**config.mk**
```make
export PLATFORM = sky130hd
export DESIGN_NAME = ddr_page_sequencer
export DESIGN_NICKNAME = d
export VERILOG_FILES = /design/src/rtl/ddr_page_sequencer.sv
export SDC_FILE = /design/constraint.sdc
export NUM_CORES = 1
export LEC_CHECK = 0
export CORE_MARGIN = 3
export CORE_UTILIZATION = 40
export CTS_CLUSTER_SIZE = 25
export DETAILED_ROUTE_END_ITERATION = 16
export GPL_TIMING_DRIVEN = 1
export PLACE_DENSITY_LB_ADDON = 0.2
export SLEW_MARGIN = 10
export SYNTH_ARGS = -nofsm -noshare
export SYNTH_HDL_FRONTEND = slang
export SYNTH_SLANG_ARGS = --single-unit
```
**constraint.sdc**
```tcl
create_clock -name clk -period 6.6 [get_ports clk]
set_clock_uncertainty 0.05 [all_clocks]
set_input_delay 1.32 -clock clk [delete_from_list [all_inputs] [get_ports clk]]
set_output_delay 1.32 -clock clk [all_outputs]
set_load 0.02 [all_outputs]
```
**src/rtl/ddr_page_sequencer.sv**
```systemverilog
// Page-transaction sequencer that shares one DdrCtl1 instruction port between two requesters.
// Each access issues address, data and command instructions, then waits for ddr_ready and acks.
module ddr_page_sequencer #(
  parameter int         TIMEOUT = 4096,
  parameter logic [3:0] OP_NOP  = 4'd0,
  parameter logic [3:0] OP_LA0  = 4'd1,
  parameter logic [3:0] OP_LA1  = 4'd2,
  parameter logic [3:0] OP_LA2  = 4'd3,
  parameter logic [3:0] OP_LA3  = 4'd4,
  parameter logic [3:0] OP_LD0  = 4'd5,
  parameter logic [3:0] OP_LD1  = 4'd6,
  parameter logic [3:0] OP_LD2  = 4'd7,
  parameter logic [3:0] OP_LD3  = 4'd8,
  parameter logic [3:0] OP_RDP  = 4'd9,
  parameter logic [3:0] OP_WRP  = 4'd10
) (
  input  logic        clk,
  input  logic        rst,
  input  logic        req_a,
  input  logic        we_a,
  input  logic [31:0] addr_a,
  input  logic [31:0] wdata_a,
  output logic        ack_a,
  output logic [31:0] rdata_a,
  input  logic        req_b,
  input  logic        we_b,
  input  logic [31:0] addr_b,
  input  logic [31:0] wdata_b,
  output logic        ack_b,
  output logic [31:0] rdata_b,
  output logic [11:0] ddr_inst,
  output logic        ddr_inst_en,
  input  logic [31:0] ddr_page,
  input  logic        ddr_ready,
  output logic        busy,
  output logic        error
);

  typedef enum logic [2:0] {IDLE, ADDR, DATA, CMD, HOLD, WAIT, RESP} state_t;

  localparam logic [15:0] TIMEOUT_W = 16'(TIMEOUT);

  state_t      state;
  logic [1:0]  idx;
  logic        sel;        // 1 = requester b owns the current transaction
  logic        rr;         // 1 = b wins the next tie
  logic        we_reg;
  logic [31:0] addr_reg;
  logic [31:0] wdata_reg;
  logic [31:0] last_addr;
  logic        last_valid;
  logic [15:0] wdog;

  logic        grant_b;
  logic        g_we;
  logic        g_hit;
  logic [31:0] g_addr;
  logic [31:0] g_wdata;

  function automatic logic [7:0] byte_sel(input logic [31:0] w, input logic [1:0] k);
    byte_sel = w[{k, 3'b000} +: 8];
  endfunction

  function automatic logic [3:0] la_op(input logic [1:0] k);
    case (k)
      2'd0:    la_op = OP_LA0;
      2'd1:    la_op = OP_LA1;
      2'd2:    la_op = OP_LA2;
      default: la_op = OP_LA3;
    endcase
  endfunction

  function automatic logic [3:0] ld_op(input logic [1:0] k);
    case (k)
      2'd0:    ld_op = OP_LD0;
      2'd1:    ld_op = OP_LD1;
      2'd2:    ld_op = OP_LD2;
      default: ld_op = OP_LD3;
    endcase
  endfunction

  always_comb begin
    grant_b = req_b && (!req_a || rr);
    g_we    = grant_b ? we_b    : we_a;
    g_addr  = grant_b ? addr_b  : addr_a;
    g_wdata = grant_b ? wdata_b : wdata_a;
    g_hit   = last_valid && (g_addr == last_addr);
  end

  assign busy = (state != IDLE);

  // Instruction outputs are loaded on the edge that enters an issuing state, so they line up with it.
  always_ff @(posedge clk or posedge rst) begin
    if (rst) begin
      state       <= IDLE;
      idx         <= 2'd0;
      sel         <= 1'b0;
      rr          <= 1'b0;
      we_reg      <= 1'b0;
      addr_reg    <= 32'h0;
      wdata_reg   <= 32'h0;
      last_addr   <= 32'h0;
      last_valid  <= 1'b0;
      wdog        <= 16'h0;
      ddr_inst    <= {OP_NOP, 8'h00};
      ddr_inst_en <= 1'b0;
      ack_a       <= 1'b0;
      ack_b       <= 1'b0;
      rdata_a     <= 32'h0;
      rdata_b     <= 32'h0;
      error       <= 1'b0;
    end else begin
      ack_a       <= 1'b0;
      ack_b       <= 1'b0;
      ddr_inst    <= {OP_NOP, 8'h00};
      ddr_inst_en <= 1'b0;
      case (state)
        IDLE: begin
          if (ddr_ready && (req_a || req_b)) begin
            sel         <= grant_b;
            rr          <= ~grant_b;
            we_reg      <= g_we;
            addr_reg    <= g_addr;
            wdata_reg   <= g_wdata;
            idx         <= 2'd0;
            ddr_inst_en <= 1'b1;
            if (!g_hit) begin
              state    <= ADDR;
              ddr_inst <= {OP_LA0, g_addr[7:0]};
            end else if (g_we) begin
              state    <= DATA;
              ddr_inst <= {OP_LD0, g_wdata[7:0]};
            end else begin
              state    <= CMD;
              ddr_inst <= {OP_RDP, 8'h00};
            end
          end
        end
        ADDR: begin
          ddr_inst_en <= 1'b1;
          if (idx == 2'd3) begin
            idx        <= 2'd0;
            last_addr  <= addr_reg;
            last_valid <= 1'b1;
            if (we_reg) begin
              state    <= DATA;
              ddr_inst <= {OP_LD0, wdata_reg[7:0]};
            end else begin
              state    <= CMD;
              ddr_inst <= {OP_RDP, 8'h00};
            end
          end else begin
            idx      <= idx + 2'd1;
            ddr_inst <= {la_op(idx + 2'd1), byte_sel(addr_reg, idx + 2'd1)};
          end
        end
        DATA: begin
          ddr_inst_en <= 1'b1;
          if (idx == 2'd3) begin
            idx      <= 2'd0;
            state    <= CMD;
            ddr_inst <= {OP_WRP, 8'h00};
          end else begin
            idx      <= idx + 2'd1;
            ddr_inst <= {ld_op(idx + 2'd1), byte_sel(wdata_reg, idx + 2'd1)};
          end
        end
        CMD: begin
          state <= HOLD;
          wdog  <= 16'h0;
        end
        HOLD: state <= WAIT;
        WAIT: begin
          if (ddr_ready) begin
            state <= RESP;
            ack_a <= ~sel;
            ack_b <= sel;
            if (!we_reg) begin
              if (sel) rdata_b <= ddr_page;
              else     rdata_a <= ddr_page;
            end
          end else begin
            wdog <= wdog + 16'd1;
            if (wdog + 16'd1 == TIMEOUT_W) begin
              // A stuck controller leaves the page state unknown, so force a full re-address.
              error      <= 1'b1;
              last_valid <= 1'b0;
              state      <= RESP;
              ack_a      <= ~sel;
              ack_b      <= sel;
            end
          end
        end
        RESP:    state <= IDLE;
        default: state <= IDLE;
      endcase
    end
  end

endmodule

```
# Yosys cells after proc, flatten, opt, wreduce, memory -nomap -nowiden
# Index checks and enable logic that the tools add are counted.
# word_totals
regBits,201
out_inout_bits,81
wordCells,101
# classes
n_addsub,2
n_eq_ne,16
n_shift,2
mux,38
bitwise_logic,4
n_reduce_logical,22
# ops
op,count
2-to-1 mux 12 bit,6
2-to-1 mux 32 bit,2
variable part select 32 x 6 -> 8 bit,2
case mux 12 bit (3 select lines),1
== test 32 bit,1
case mux 16 bit (2 select lines),1
case mux 3 bit (6 select lines),1
adder 16 x 1 -> 16 bit (second input constant),1
== test 16 x 13 -> 1 bit (second input constant),1
2-to-1 mux 16 bit,1
AND reduction 4 bit,4
2-to-1 mux 3 bit,5
2-to-1 mux 1 bit,13
case mux 4 bit (3 select lines),1
inequality test 2 bit (second input constant),5
case mux 3 bit (3 select lines),1
AND reduction 2 bit,4
== test 3 x 2 -> 1 bit (second input constant),2
== test 3 bit (second input constant),2
2-to-1 mux 2 bit,3
nonzero test 2 bit,3
== test 2 bit (second input constant),2
inverter 1 bit,4
case mux 1 bit (2 select lines),2
13 further kinds,16

# Depth between registers and ports, before layout
# depth
depth_word,9
depth_mapped,11

# Least setup slack after synthesis
# Ideal clock, no wire load.
# synth_timing
path_kind,input to register
startpoint,input port req_a
endpoint,register ddr_inst[4]
setup_time_ns,0.072
arrival_time_ns,3.051
path_slack_ns,3.426
cell_stages,9
n_path_buf,1
path_cell_list,nor2b_4 nor2_4 buf_6 mux2i_1 o2111ai_1 nor4_2 nand4_2 or3_1 nand4_1
# synth_between
elab_chain_cells,9
word_cells_on_any_way,14
classes_between,eq/ne (1); mux (7); reduce/logical (6)
# synth_lines
element,line_no,text
from (decl),19,"input logic req_a,"
zero test 1 bit,83,grant_b = req_b && (!req_a || rr);
logical OR 1 bit,83,
logical AND 1 bit,83,
2-to-1 mux 32 bit,85,g_addr = grant_b ? addr_b : addr_a;
== test 32 bit,87,g_hit = last_valid && (g_addr == last_addr);
logical AND 1 bit,87,
2-to-1 mux 12 bit,127,if (!g_hit) begin
2-to-1 mux 12 bit *,119,if (ddr_ready && (req_a || req_b)) begin
case mux 12 bit (3 select lines) *,117,case (state)
to (signal assigned),115,"ddr_inst <= {OP_NOP, 8'h00};"
to (signal assigned),129,"ddr_inst <= {OP_LA0, g_addr[7:0]};"
to (signal assigned),132,"ddr_inst <= {OP_LD0, g_wdata[7:0]};"
to (decl),31,"output logic [11:0] ddr_inst,"
# Every way passes the cells marked *; elsewhere a longest branch is shown, timed or not.
# A chain may end at the register's enable or synchronous reset.

# Final worst setup path
# layout_timing
startpoint,input port req_b
endpoint,register ddr_inst[6]
# layout_between
elab_chain_cells,7
word_cells_on_any_way,12
classes_between,eq/ne (1); mux (7); reduce/logical (4)
# layout_lines
element,line_no,text
from (decl),25,"input logic req_b,"
logical AND 1 bit,83,
2-to-1 mux 32 bit,85,
== test 32 bit,87,
logical AND 1 bit,87,
2-to-1 mux 12 bit,127,
2-to-1 mux 12 bit *,119,
case mux 12 bit (3 select lines) *,117,
# Marked as above.

==> results.md <==
Clocking:
- In this run the number of H-tree levels came out at 1.
- The clock-pin transition on the worst setup and hold timing paths is 0.06 ns.
- The worst-skew pair later-pin latency is about 0.5 ns.
- For this design, the CTS-stage hold fixing added 0 buffers.
- The tree is rooted in a sky130_fd_sc_hd__clkbuf_16.
- The number of setup buffers added after CTS is 0.
- The number of buffers created by CTS is 23.
- The maximum clock insertion buffer count is 3.
- The tree built by TritonCTS fans out to 201 sinks.
- TritonCTS built the clock tree.
- After clock tree synthesis, the repair step resized 0 gates.

Hold path:
- The class of the tightest hold or removal check is reg -> reg.
- The hold-critical path endpoint is error.
- The startpoint of the worst hold path is error.
- Along the worst hold path, the cell count comes to 1.

Synthesis:
- The unique cell type count in the Yosys netlist is 73.
- The net count of the mapped netlist is 1187.
- The cell count after synthesis is around 1000.
- Counting flops with a built-in enable in the synthesized netlist gives 0.
- The most common flop cell mapped by yosys is sky130_fd_sc_hd__dfrtp_1.
- The post-synth design cell area is approximately 10000 um2.
- Yosys printed 0 warnings.
- The post-synthesis sequential element count is about 200.
- Of the synthesized area, sequential elements account for 49.0%.
- The async set or reset register ratio after synthesis is between 90% and 100%.
- In this run the mean area of a mapped cell was 10.1 um2.

Final layout:
- Measured on the finished design, the core utilization comes to between 50% and 60%.
- Compared with the post-synthesis result, the final layout area differs by 34.3%.
- The fraction of final layout cells sized beyond drive strength 1 is 13.7%.
- The final instance area is about 14000 um2.
- The total inserted antenna cells is 0.
- The number of standard cells in the final layout excluding fillers is between 1500 and 2000.
- In the layout the commonest cells are 247 x sky130_fd_sc_hd__clkdlybuf4s50_1, 201 x sky130_fd_sc_hd__dfrtp_1, 136 x sky130_fd_sc_hd__nand2_1.
- The number of nets at the end of the flow is ~1400.
- The leading cell type in the layout, fill and taps excluded is sky130_fd_sc_hd__clkdlybuf4s50_1.
- The layout has 2201 filler cells.

Power:
- The part of the total power dissipated in the clock network is 21.8%.
- For this design the static power due to leakage is roughly 6 nW.
- The design internal power is 3.68 mW.
- The total power after layout is ~6 mW.
- The maximum ir drop on the vdd rail is around 220 uV.
- The switching part of the total is 37.4%.
- The total power density per cell area is 427 nW/um2.
- The net switching power is roughly 2.2 mW.
- The sequential power share is 36.7%.
- The part of the power in combinational logic is 41.4%.

Critical path:
- The startpoint class of the critical path is an input pin.
- The worst setup path is captured at a register.
- At the worst endpoint, the required time is around 7 ns.
- The arrival time at the worst endpoint is 5.08 ns.
- Of all nets on the critical path, the largest fanout is 37.
- Setup slack on the worst reg-to-reg path comes out at just over 3 ns.
- In this run the critical register-to-register path is captured at ddr_inst[6].
- The origin of the worst setup path is req_b.
- The setup path with the least slack is of type in -> reg.
- The startpoint of the worst register-to-register path is rr.
- The worst register-to-register path has a depth of 8.

Detailed routing:
- The total wirelength of the detailed-routed design is 31900 um.
- The mean number of vias per cell is between 5 and 6.
- In the final routed layout, each cell accounts on average for ~20 um.
- The first TritonRoute pass finished after 6 iterations.
- The starting DRC count in detailed routing is 700.
- The remaining antenna violation count after routing is 0.
- Detailed routing inserted a total of 8874 vias.
- After detailed routing, the number of remaining DRC violations is 0.

Job:
- The tool flagged a number of max-cap violations equal to 0.

Placement:
- Routability-driven placement finished with a final weighted congestion of slightly below 1.
- Including well taps, the total number of placed cells is about 1500.
- The number of I/O port buffers is 247.
- The half-perimeter wire length after detailed placement is 23600 um.
- The total placed instance area is around 13000 um2.

Timing:
- At the pin with the least slew margin, the transition time is approximately 1 ns.
- The number of max-slew violations in the final report was 0.
- The clock period minus worst slack is 4.69 ns.
- Setup violations remaining at the end of the flow were counted as 0.
- The final-layout setup total negative slack is 0 ns.
- Derived from the worst setup path, the maximum achievable clock frequency is 213 MHz.
- The final count of hold timing violations is 0.
- The worst pin sits at a relative slew slack of between 30% and 40%.
- The post-route fraction of the period consumed by the critical path is a little under three quarters.
- Setup repair after global routing left no endpoint under its margin.

Global route:
- Entering global routing, the biggest net connects between 70 and 80 pins.
- The initial antenna violation count is 0.
- The number of global-route vias before repair came to between 8000 and 9000.
- The total global-route track usage is about 22%.
- The total grt overflow is 0.
- The first global-routing pass estimated 49700 um of wire.

Floorplanning:
- The die covers about 28000 um2.
- The row count is between 50 and 60.
- The initial utilization of the core area, before any placement, comes to 41.5%.
- After floorplanning, the core was sized to cover ~25000 um2.
- The I/O pin count is between 200 and 250.
- Measured along the y axis, the die boundary spans 166 um.
- The die width is roughly 170 um.

Run status:
- The flow ran to the end, and the final reports show no timing, DRC or antenna violations.
power by group through the flow:
stage / clock, mW / sequential, mW / combinational (mW)
after floorplan: 0 / 2.25 / 1.33
after global placement: 0 / 2.15 / 2.42
after detailed placement: 0 / 2.17 / 2.44
after CTS: 1.32 / 2.15 / 2.45
after global routing: 1.35 / 2.22 / 2.64
final: 1.29 / 2.16 / 2.44
area by class of cell:
type                            instances  area (um2)  share of cell area (%)
Sequential cell                       201        5030                    36.5
Multi-Input combinational cell        722        4870                    35.4
Timing Repair Buffer                  260        2580                    18.7
Clock buffer                           32         649                    4.71
Tap cell                              324         405                    2.94
Inverter                               32         124                   0.899
Clock inverter                         10         114                   0.826
metal layers:
layer  track usage, %  wire length (um)  up-vias  part of all wire [%]
li1                 -                 -     4116                     -
met4             7.20              1110        0                   3.5
met2             36.7             15200      324                    48
met1             29.9             13800     4375                    43
met3             3.69              1780       59                   5.6
met5                0                 0        -                     0
metrics by stage:
stage	hold slack, ns	setup WS [ns]
finish	0.423	1.91
floorplan	0.399	2.63
CTS	0.428	1.97
global placement	0.407	1.61
global route	0.446	1.64
detailed placement	0.412	1.45
cells in the mapped netlist (all sizes together), types with 14 or more instances:
| library cell | n | area, um2 |
|---|---|---|
| dfrtp | 201 | 5030 |
| nand2 | 137 | 522 |
| o21ai | 88 | 440 |
| mux2 | 86 | 968 |
| nor2 | 75 | 292 |
| a31oi | 41 | 257 |
| clkbuf | 41 | 154 |
| nand3 | 36 | 180 |
| inv | 32 | 120 |
| mux2i | 23 | 230 |
| a21oi | 21 | 109 |
| buf | 18 | 103 |
| mux4 | 14 | 315 |
| nand2b | 14 | 87.6 |
| or3 | 14 | 87.6 |
worst max path at each step:
stage / to / slack (ns) / cells after the start
detailed placement: ddr_inst[7] / 1.45 / 11
finish: ddr_inst[6] / 1.91 / 11
global route: ddr_inst[6] / 1.64 / 11
CTS: ddr_inst[6] / 1.97 / 11
global placement: ddr_inst[6] / 1.61 / 11
floorplan: ack_a / 2.63 / 1
logic make-up (layout without fill, tap and decap cells):
kind of cell	after synthesis	after routing	share of synthesized area [%]
AOI/OAI and AO/OA	234	234	14.6
muxes	123	123	14.8
adders and majority gates	6	6	0.732
xor gates and xnor gates	14	14	1.19
DFF	201	201	49.0
buffers and inverters	91	334	3.67
and+or+nand+nor	345	345	16.1
critical path, stage by stage:
cell	delay, ns
sky130_fd_sc_hd__clkdlybuf4s50_1	0.46
sky130_fd_sc_hd__buf_4	0.28
sky130_fd_sc_hd__inv_2	0.18
sky130_fd_sc_hd__nor2_4	0.63
sky130_fd_sc_hd__buf_12	0.30
sky130_fd_sc_hd__mux2i_1	0.33
sky130_fd_sc_hd__o2111ai_1	0.16
sky130_fd_sc_hd__nor4_2	0.34
sky130_fd_sc_hd__nand4_2	0.46
sky130_fd_sc_hd__or3_1	0.51
sky130_fd_sc_hd__nand3_1	0.09
No activity file was read; power rests on OpenSTA's default activity.
